## src/rtl/mircore_pkg.sv

```systemverilog
// Shared definitions for the core's interrupt handling: interrupt codes and the
// sequencer state encoding.
package mircore_pkg;

  localparam int unsigned INTR_INPUT  = 1;
  localparam int unsigned INTR_OUTPUT = 2;
  localparam int unsigned INTR_END    = 3;

  typedef enum logic [2:0] {
    StRun     = 3'd0,
    StInWait  = 3'd1,
    StOutHold = 3'd2,
    StResume  = 3'd3,
    StHalt    = 3'd4
  } state_e;

endpackage

```

## src/rtl/intrpt_sequencer.sv

```systemverilog
// Freezes the core around interrupt service: waits for user input, holds for the
// display time after an output, and halts permanently on program end.
module intrpt_sequencer
  import mircore_pkg::*;
#(
  parameter int unsigned DATA_WIDTH      = 32,
  parameter int unsigned OUT_HOLD_CYCLES = 4
) (
  input  logic                  clock,
  input  logic                  reset,
  input  logic                  intrpt,
  input  logic [DATA_WIDTH-1:0] intrpt_val,
  input  logic                  in_valid,
  input  logic [DATA_WIDTH-1:0] in_data,
  input  logic [DATA_WIDTH-1:0] out_src,
  output logic                  stall,
  output logic                  in_req,
  output logic                  rf_wr_en,
  output logic [DATA_WIDTH-1:0] rf_wr_data,
  output logic [DATA_WIDTH-1:0] disp_data,
  output logic                  disp_load,
  output logic                  halted,
  output logic [2:0]            state_dbg
);

  localparam int unsigned CntW = $clog2(OUT_HOLD_CYCLES) + 1;

  state_e                  state_q;
  logic [CntW-1:0]         cnt_q;
  logic                    rf_wr_en_q;
  logic [DATA_WIDTH-1:0]   rf_wr_data_q;
  logic [DATA_WIDTH-1:0]   disp_data_q;
  logic                    disp_load_q;

  logic code_in, code_out, code_end, code_valid;

  // Full-width compare: any nonzero upper bits make the code invalid.
  assign code_in    = (intrpt_val == DATA_WIDTH'(INTR_INPUT));
  assign code_out   = (intrpt_val == DATA_WIDTH'(INTR_OUTPUT));
  assign code_end   = (intrpt_val == DATA_WIDTH'(INTR_END));
  assign code_valid = code_in | code_out | code_end;

  always_comb begin
    stall = 1'b0;
    case (state_q)
      StRun:                      stall = intrpt & code_valid;
      StInWait, StOutHold, StHalt: stall = 1'b1;
      default:                    stall = 1'b0;
    endcase
  end

  always_ff @(posedge clock) begin
    if (reset) begin
      state_q      <= StRun;
      cnt_q        <= '0;
      rf_wr_en_q   <= 1'b0;
      rf_wr_data_q <= '0;
      disp_data_q  <= '0;
      disp_load_q  <= 1'b0;
    end else begin
      rf_wr_en_q  <= 1'b0;
      disp_load_q <= 1'b0;
      case (state_q)
        StRun: begin
          if (intrpt) begin
            if (code_in) begin
              state_q <= StInWait;
            end else if (code_out) begin
              disp_data_q <= out_src;
              disp_load_q <= 1'b1;
              cnt_q       <= CntW'(OUT_HOLD_CYCLES - 1);
              state_q     <= StOutHold;
            end else if (code_end) begin
              state_q <= StHalt;
            end
          end
        end
        StInWait: begin
          if (in_valid) begin
            rf_wr_data_q <= in_data;
            rf_wr_en_q   <= 1'b1;
            state_q      <= StResume;
          end
        end
        StOutHold: begin
          if (cnt_q == '0) begin
            state_q <= StResume;
          end else begin
            cnt_q <= cnt_q - CntW'(1);
          end
        end
        // One cycle that ignores the still-asserted strobe of the serviced request.
        StResume: state_q <= StRun;
        StHalt:   state_q <= StHalt;
        default:  state_q <= StRun;
      endcase
    end
  end

  assign in_req     = (state_q == StInWait);
  assign halted     = (state_q == StHalt);
  assign rf_wr_en   = rf_wr_en_q;
  assign rf_wr_data = rf_wr_data_q;
  assign disp_data  = disp_data_q;
  assign disp_load  = disp_load_q;
  assign state_dbg  = state_q;

endmodule

```

## config.mk

```make
export PLATFORM = sky130hd
export DESIGN_NAME = intrpt_sequencer
export DESIGN_NICKNAME = d
export VERILOG_FILES = /design/src/rtl/mircore_pkg.sv /design/src/rtl/intrpt_sequencer.sv
export SDC_FILE = /design/constraint.sdc
export NUM_CORES = 1
export LEC_CHECK = 0
export BUFFER_PORTS_ARGS = -buffer_cell sky130_fd_sc_hd__buf_2
export CORE_ASPECT_RATIO = 0.8
export CORE_MARGIN = 2
export CORE_UTILIZATION = 35
export DETAILED_ROUTE_END_ITERATION = 10
export PLACE_DENSITY_LB_ADDON = 0.3
export SYNTH_ARGS = -nofsm -noshare
export SYNTH_HDL_FRONTEND = slang
export SYNTH_SLANG_ARGS = --single-unit
```

## constraint.sdc

```tcl
create_clock -name clock -period 6.97 [get_ports clock]
set_clock_uncertainty 0.2 [all_clocks]
set_input_delay 1.394 -clock clock [delete_from_list [all_inputs] [get_ports clock]]
set_output_delay 1.394 -clock clock [all_outputs]
set_load 0.05 [all_outputs]
```

Word-level counts from Yosys, hierarchy flattened
Index checks and enable logic that the tools add are counted.

Register bits: 72. Logic and storage cells: 52. Output and inout bits: 72.

Eq/ne operators: 13. Bitwise operators: 7. Mux-type cells: 15. Add/sub/neg operators: 1. Reduce and logical (&&, ||, !) cells: 10.

Operators by type and width (number): == test 32 x 2 -> 1 bit, second input constant (2); == test 32 x 1 -> 1 bit, second input constant (1); two-way mux 3 bit (10); != test 2 bit, second input constant (6); case mux 3 bit (4 select lines) (1); AND reduction 4 bit (2); zero test 3 bit (2); case mux 3 bit (2 select lines) (1); AND reduction 5 bit (1); != test 4 bit, second input constant (1); inverter 1 bit (4); OR reduction 4 bit (1); == test 3 x 1 -> 1 bit, second input constant (1); == test 3 x 2 -> 1 bit, second input constant (1); == test 3 bit, second input constant (1); OR reduction 3 bit (1); subtractor 3 x 1 -> 3 bit, second input constant (1); two-way mux 1 bit (2); OR 1 bit (2); case mux 1 bit (2 select lines) (1); AND reduction 2 bit (1); nonzero test 2 bit (1); OR reduction 2 bit (1); AND 1 bit (1).

Depth between registers and ports, before layout
Gate-level depths: netlist of run 1.

Depth after elaboration: 6. Mapped depth: 7.

Least setup slack after synthesis of run 1
OpenSTA, ideal clock, no wires.

Path kind: in2out. From: input port intrpt_val[19]. To: output port stall. Buffers on the path: 1. Setup slack: 2.328 ns. Data arrival time: 3.048 ns. Stages: 6. Cell sequence: nor4_1 -> nand2_1 -> or4_4 -> buf_6 -> o21ai_0 -> and3_1.

Cells in the longest elaborated chain, start to end: 5. Elaborated cells between the ends (all ways): 7. Classes of those cells: eq/ne: 3; mux: 1; bitwise: 3.

RTL lines: from (decl) (line intrpt_sequencer.sv:12) `input logic [DATA_WIDTH-1:0] intrpt_val,`; == test 32 x 1 -> 1 bit or == test 32 x 2 -> 1 bit (tied branches) (line intrpt_sequencer.sv:38, intrpt_sequencer.sv:39); OR 1 bit (line intrpt_sequencer.sv:41) `assign code_valid = code_in | code_out | code_end;`; OR 1 bit * (line intrpt_sequencer.sv:41); AND 1 bit * (line intrpt_sequencer.sv:46) `StRun: stall = intrpt & code_valid;`; case mux 1 bit (2 select lines) * (line intrpt_sequencer.sv:45) `case (state_q)`; to (decl) (line intrpt_sequencer.sv:16) `output logic stall,`.

Mark *: on every way between the ends. The rest lies on a longest branch, timed or not.

Final worst setup path of run 1
Ends and elaborated chain as after synthesis.

==> results of run 1 <==
==> metrics by stage <==
step | area [µm²] | util (%) | std cells | total power [µW]
2_1_floorplan | 2880 | - | 360 | 434
4_1_cts | 4020 | 50.5 | 627 | 898
5_1_grt | 4020 | 50.5 | 627 | 920
3_3_place_gp | 3750 | 47.2 | 612 | 463
3_5_place_dp | 3750 | 47.2 | 612 | 463
6_report | 4020 | 50.5 | 627 | 883
==> path summary, 6_finish.rpt <==
path	from	end	slack (ns)	cells past startpoint
setup / recovery	intrpt_val[19]	stall	2.05	7
hold / removal	rf_wr_data[2]	rf_wr_data[2]	0.25	2
setup reg to reg	state_dbg[1]	cnt_q[1]	4.04	5
hold reg to reg	rf_wr_data[2]	rf_wr_data[2]	0.25	2
==> placed cells by master (no fill, tap or decap), types with 2 or more instances in the layout <==
cell       Yosys  final
buf_2          6    171
nand2_1       73     73
dfxtp_1       72     72
a21oi_1       67     67
nand3_1       33     33
o21ai_1       27     27
clkbuf_8       0     10
nor4_1         9      9
nor2_1         8      8
o21ai_0        7      7
nor3_1         6      5
inv_1          4      4
bufinv_16      0      4
buf_4          0      4
nor3b_1        2      2
o21ai_2        2      2
nor2b_1        2      2
a211oi_1       2      2
xnor2_1        2      2
ha_1           2      2
==> sequential cells by signal, summed over array words and instances (netlist names) <==
register and count:
disp_data 32, state_dbg 3, disp_load 1, cnt_q 3
rf_wr_data 32, rf_wr_en 1
==> cell type report <==
| class | count | area share (%) |
|---|---|---|
| clock buffers | 10 | 3.43 |
| clock inverters | 5 | 3.21 |
| inverters | 4 | 0.374 |
| multi-input cells | 253 | 31.7 |
| flip-flops and latches | 72 | 35.9 |
| well taps | 108 | 3.37 |
| repair buffers | 175 | 22.1 |
==> power groups by stage <==
stage	clock network [µW]	logic, µW	registers, µW
global route	462	47.6	411
global placement	0	42.4	421
CTS	444	43.0	411
detailed placement	0	42.9	421
finish	429	42.7	411
floorplan	0	13.1	421
==> layer usage <==
layer | share of wire (%) | global-route usage [%] | vias up
li1 | - | - | 1555
met1 | 41 | 19.7 | 1416
met2 | 51 | 31.5 | 104
met3 | 6.5 | 4.30 | 12
met4 | 1.7 | 7.27 | 0
met5 | 0 | 0 | -
==> logic make-up after synthesis <==
logic type                 count (synthesis)  synth area share, %
DFF                                       72                 50.1
xor gates and xnor gates                   2                0.609
buffers and inverters                     35                 5.87
AOI/OAI and AO/OA                        110                 20.1
adders and majority gates                  2                0.870
and+or+nand+nor                          139                 22.4
==> worst max-delay path: cells and delay by family <==
family,cells,cell delay (ns)
AND/OR/NAND/NOR,4,1.33
buffers and inverters,2,0.36
AO/OA/AOI/OAI,1,0.22
==> cells in the mapped netlist, drive strengths merged (2+ instances only) <==
library cell and count:
a211oi 2, a21oi 67, buf 11, clkbuf 20
dfxtp 72, ha 2, inv 4, nand2 73
nand3 33, nor2 8, nor2b 2, nor3 6
nor3b 2, nor4 10, o21ai 36, xnor2 2
==> flow_metrics.env, run 1 <==
export IMPL_power_internal_uw=715
export IMPL_cts_hold_buf=0
export IMPL_cp_data_required_time_ns=5.38
export IMPL_rows=29
export IMPL_cts_buffers=9
export IMPL_crit_top_cell="buf_2"
export IMPL_path_class="in2out"
export IMPL_grt_pass1_wl_um=12700
export IMPL_pwr_share_comb_pct=4.8
export IMPL_p_per_area_nw_per_um2=220
export IMPL_drc=0
export IMPL_hpwl_um=5430
export IMPL_yosysTopAreaCellShare_pct=50.1
export IMPL_period_minus_slack_ns=4.92
export IMPL_initialDrtViolationCount=111
export IMPL_path_max_fanout=36
export IMPL_ys_warn_count=0
export IMPL_syn_area_per_cell_um2=7.99
export IMPL_ant_nets=0
export IMPL_n_antenna_cell=0
export IMPL_netlist_area_um2=2880
export IMPL_avgRoutedWirePerCell_um=12.4
export IMPL_yosys_most_used_dff="dfxtp_1"
export IMPL_critPathMaxStageDelay_ns=0.77
export IMPL_critPathCaptureType="output port"
export IMPL_yosysTopAreaCell="dfxtp_1"
export IMPL_ctsLongestPathBuffers=2
export IMPL_vdd_ir_drop_max_v=0.000100
export IMPL_first_pass_iters=4
export IMPL_final_max_slew_viol_count=0
export IMPL_outcome="completed"
export IMPL_die_width_um=105
export IMPL_die_h_um=85.1
export IMPL_async_reset_ff_share_pct=0
export IMPL_hold_viol=0
export IMPL_post_cts_resize_count=0
export IMPL_viasPerCell=4.92
export IMPL_fmax_ghz=0.203
export IMPL_syn2layout_area_growth_pct=39.6
export IMPL_die_area_um2=8960
export IMPL_cts_sinks=72
export IMPL_ios=172
export IMPL_synthDistinctLibCells=31
export IMPL_cts_tree="done"
export IMPL_cpMaxStageDelayCell="or4_4"
export IMPL_antenna_found_initial=0
export IMPL_fillers=808
export IMPL_post_cts_buffers=0
export IMPL_worst_pin_slew_ns=1.22
export IMPL_p_clk_share_pct=48.6
export IMPL_drt_wl_total_um=7790
export IMPL_seq_area_um2=1440
export IMPL_synthTopCellsByArea="dfxtp_1, a21oi_1, nand2_1"
export IMPL_fin_nets=617
export IMPL_worstHoldPathType="reg2reg"
export IMPL_place_congestion=0.751
export IMPL_p_leak_uw=0.00176
export IMPL_synth_edf_count=0
export IMPL_crit_chain="buf_2, nor4_1, nand2_1, or4_4, o21ai_0, and3_1, buf_2"
export IMPL_initial_core_util_pct=36.2
export IMPL_drive_gt1_share_pct=37.6
export IMPL_synth_seq_area_share_pct=50.1
export IMPL_htreeDepth=3
export IMPL_grt_max_degree=74
export IMPL_multi_input_area_um2=1270
export IMPL_pre_cts_ws_ns=2.04
export IMPL_startpoint_type="primary input"
export IMPL_insertion_delay_ns=0.33
export IMPL_maxCapViolations=0
export IMPL_swShare_pct=19.0
export IMPL_finalWorstSetupSlack_ns=2.05
export IMPL_rsz0062_at_grt="no"
export IMPL_grt_pass1_vias=2830
export IMPL_synthesis_nets=462
export IMPL_core_um2=7950
export IMPL_path_clk_slew_ns=0.07
export IMPL_synth_cells=360
export IMPL_root_buffer="clkbuf_8"
export IMPL_tns_ns=0
export IMPL_seqPwrFrac_pct=46.6
export IMPL_overflow=0
export IMPL_grtUsageTotal_pct=17.4
export IMPL_setup_viol=0
export IMPL_ys_seq_elements=72
export IMPL_vias=3087
export IMPL_switching_power_uw=168
export IMPL_worstPathArrival_ns=3.32
export IMPL_max_slew_margin_pct=18.6
export IMPL_period_share_pct=70.5
export IMPL_holdWs_ns=0.254
export IMPL_io_buffers=171
Power figures use the tool's default switching activity.
==> run 2, diff against run 1 <==
--- a/config.mk
+++ b/config.mk
@@ -5,6 +5,7 @@
 export SDC_FILE = /design/constraint.sdc
 export NUM_CORES = 1
 export LEC_CHECK = 0
+export ABC_AREA = 1
 export BUFFER_PORTS_ARGS = -buffer_cell sky130_fd_sc_hd__buf_2
 export CORE_ASPECT_RATIO = 0.8
 export CORE_MARGIN = 2
==> constraint.sdc (replaced) <==
create_clock -name clock -period 4.82 [get_ports clock]
set_clock_uncertainty 0.2 [all_clocks]
set_input_delay 0.964 -clock clock [delete_from_list [all_inputs] [get_ports clock]]
set_output_delay 0.964 -clock clock [all_outputs]
set_load 0.05 [all_outputs]
==> run 2 against run 1 <==
Compared with the run above: flip-flop and latch count unchanged; die area shrank 0.54%; worst setup slack got worse by 0.52 ns; total power increased by 39%; final cell count is 5.7% higher; critical endpoint unchanged; utilization shrank 0.38 points; register-to-register slack lost 2.0 ns.
==> flow_metrics.env, run 2 <==
export IMPL_drt_wl_total_um=7920
export IMPL_hpwl_um=5590
export IMPL_initialDrtViolationCount=74
export IMPL_ys_warn_count=0
export IMPL_synthDistinctLibCells=23
export IMPL_fin_nets=653
export IMPL_final_cell_mix="buf_2, nor2_1, dfxtp_1"
export IMPL_die_width_um=105
export IMPL_swShare_pct=20.3
export IMPL_die_area_um2=8920
export IMPL_async_reset_ff_share_pct=0
export IMPL_synth_seq_area_share_pct=50.4
export IMPL_synth_common_cells="nor2_1, dfxtp_1, nand2_1"
export IMPL_outcome="completed"
export IMPL_startpoint_type="primary input"
export IMPL_pwr_share_comb_pct=5.1
export IMPL_post_cts_buffers=0
export IMPL_worstPathArrival_ns=2.12
export IMPL_place_congestion=0.799
export IMPL_maxCapViolations=0
export IMPL_insertion_delay_ns=0.33
export IMPL_finalWorstSetupSlack_ns=1.54
export IMPL_synthTopCellsByArea="dfxtp_1, nor2_1, nand2_1"
export IMPL_period_minus_slack_ns=3.28
export IMPL_hold_viol=0
export IMPL_final_max_slew_viol_count=0
export IMPL_yosysTopAreaCell="dfxtp_1"
export IMPL_cts_sinks=72
export IMPL_core_um2=7950
export IMPL_worst_pin_slew_ns=1.09
export IMPL_ys_seq_elements=72
export IMPL_rsz0062_at_grt="no"
export IMPL_path_max_fanout=3
export IMPL_critPathCaptureType="output port"
export IMPL_p_per_area_nw_per_um2=309
export IMPL_reg2reg_slack_ns=2.02
export IMPL_grt_pass1_vias=2941
export IMPL_cts_buffers=9
export IMPL_root_buffer="clkbuf_8"
export IMPL_first_pass_iters=4
export IMPL_yosysTopAreaCellShare_pct=50.4
export IMPL_drive_gt1_share_pct=34.8
export IMPL_setup_viol=0
export IMPL_seqPwrFrac_pct=48.3
export IMPL_cts_tree="done"
export IMPL_power_internal_uw=982
export IMPL_post_cts_resize_count=0
export IMPL_io_buffers=171
export IMPL_path_clk_slew_ns=0.08
export IMPL_htreeDepth=3
export IMPL_grtUsageTotal_pct=18.0
export IMPL_vdd_ir_drop_max_v=0.000201
export IMPL_die_h_um=84.9
export IMPL_synth_cells=391
export IMPL_total_power_uw=1230
export IMPL_layout_commonest_cell="buf_2"
export IMPL_p_clk_share_pct=46.6
export IMPL_n_antenna_cell=0
export IMPL_ctsLongestPathBuffers=2
export IMPL_drc=0
export IMPL_pre_cts_ws_ns=1.54
export IMPL_synthesis_nets=493
export IMPL_period_share_pct=68.1
export IMPL_p_leak_uw=0.00194
export IMPL_rows=29
export IMPL_netlist_area_um2=2860
export IMPL_ios=172
export IMPL_initial_core_util_pct=36.0
export IMPL_viasPerCell=4.60
export IMPL_grt_pass1_wl_um=13100
export IMPL_tns_ns=0
export IMPL_grt_max_degree=39
export IMPL_overflow=0
export IMPL_antenna_found_initial=0
export IMPL_yosys_most_used_dff="dfxtp_1"
export IMPL_path_class="in2out"
export IMPL_fmax_ghz=0.305
export IMPL_syn2layout_area_growth_pct=39.3
export IMPL_avgRoutedWirePerCell_um=11.9
export IMPL_vias=3047
export IMPL_cts_hold_buf=0
export IMPL_syn_area_per_cell_um2=7.32
export IMPL_synth_edf_count=0
export IMPL_holdWs_ns=0.259
export IMPL_max_slew_margin_pct=27.5
export IMPL_worstHoldPathType="reg2reg"
export IMPL_synth_most_common_cell="nor2_1"
export IMPL_cp_data_required_time_ns=3.66
export IMPL_switching_power_uw=249
export IMPL_ant_nets=0
-- run 2: cell types whose count changed after synthesis, moves of 9 or more --
cell | before | now
nor4_1 | 9 | 0
a21oi_1 | 67 | 37
nor2_1 | 8 | 100
nand2_1 | 73 | 59
inv_1 | 4 | 15
o21ai_1 | 27 | 17
o21ai_0 | 7 | 19
-- run 2: layout make-up --
| type | instances | area [µm²] |
|---|---|---|
| timing repair buffer | 172 | 863 |
| clock inverter | 5 | 105 |
| tap | 108 | 135 |
| clock buffer | 10 | 138 |
| fill | 792 | 3960 |
| inverter | 17 | 65.1 |
| sequential | 72 | 1440 |
| multi-input combinational | 279 | 1240 |
-- run 2: worst paths after layout --
path | startpoint | end | depth (start not counted)
hold / removal | rf_wr_data[3] | rf_wr_data[3] | 2
setup / recovery | intrpt_val[29] | stall | 9
hold reg to reg | rf_wr_data[3] | rf_wr_data[3] | 2
setup reg to reg | state_dbg[1] | rf_wr_data[30] | 6
-- run 2: per-stage QoR --
step | cells | utilization, % | instance area, µm²
floorplan | 391 | - | 2860
global route | 663 | 50.1 | 3990
finish | 663 | 50.1 | 3990
detailed placement | 648 | 47.1 | 3740
global placement | 648 | 47.1 | 3740
CTS | 663 | 50.1 | 3990
-- run 2: power by group through the flow --
| stage | logic, µW | clock network (µW) | registers, µW |
|---|---|---|---|
| 2_1_floorplan | 19.7 | 0 | 608 |
| 3_3_place_gp | 61.8 | 0 | 608 |
| 3_5_place_dp | 62.6 | 0 | 608 |
| 4_1_cts | 62.9 | 593 | 594 |
| 5_1_grt | 70.8 | 618 | 594 |
| 6_report | 62.5 | 574 | 594 |
-- run 2: logic make-up after synthesis --
kind of cell,share of synthesized area (%)
adder cells (fa/ha/maj),0.875
flip-flops,50.4
buffers and inverters,6.34
XOR/XNOR,0.306
AO/OA/AOI/OAI,13.3
AND/OR/NAND/NOR,28.8
-- run 2: layer usage --
layer | vias up | wire length (µm) | track usage (%)
met2 | 109 | 3670 | 31.3
met3 | 11 | 626 | 5.99
met1 | 1355 | 3500 | 20.8
met4 | 0 | 115 | 6.67
li1 | 1572 | - | -
met5 | - | 0 | 0
-- run 2: critical path, stage by stage --
cell and delay, ns:
buf_2 0.09, nor2_1 0.10, nand2_1 0.06, nor2_1 0.11, nand2_1 0.13, nor2_1 0.21
o31ai_1 0.11, nand2_1 0.08, buf_2 0.26
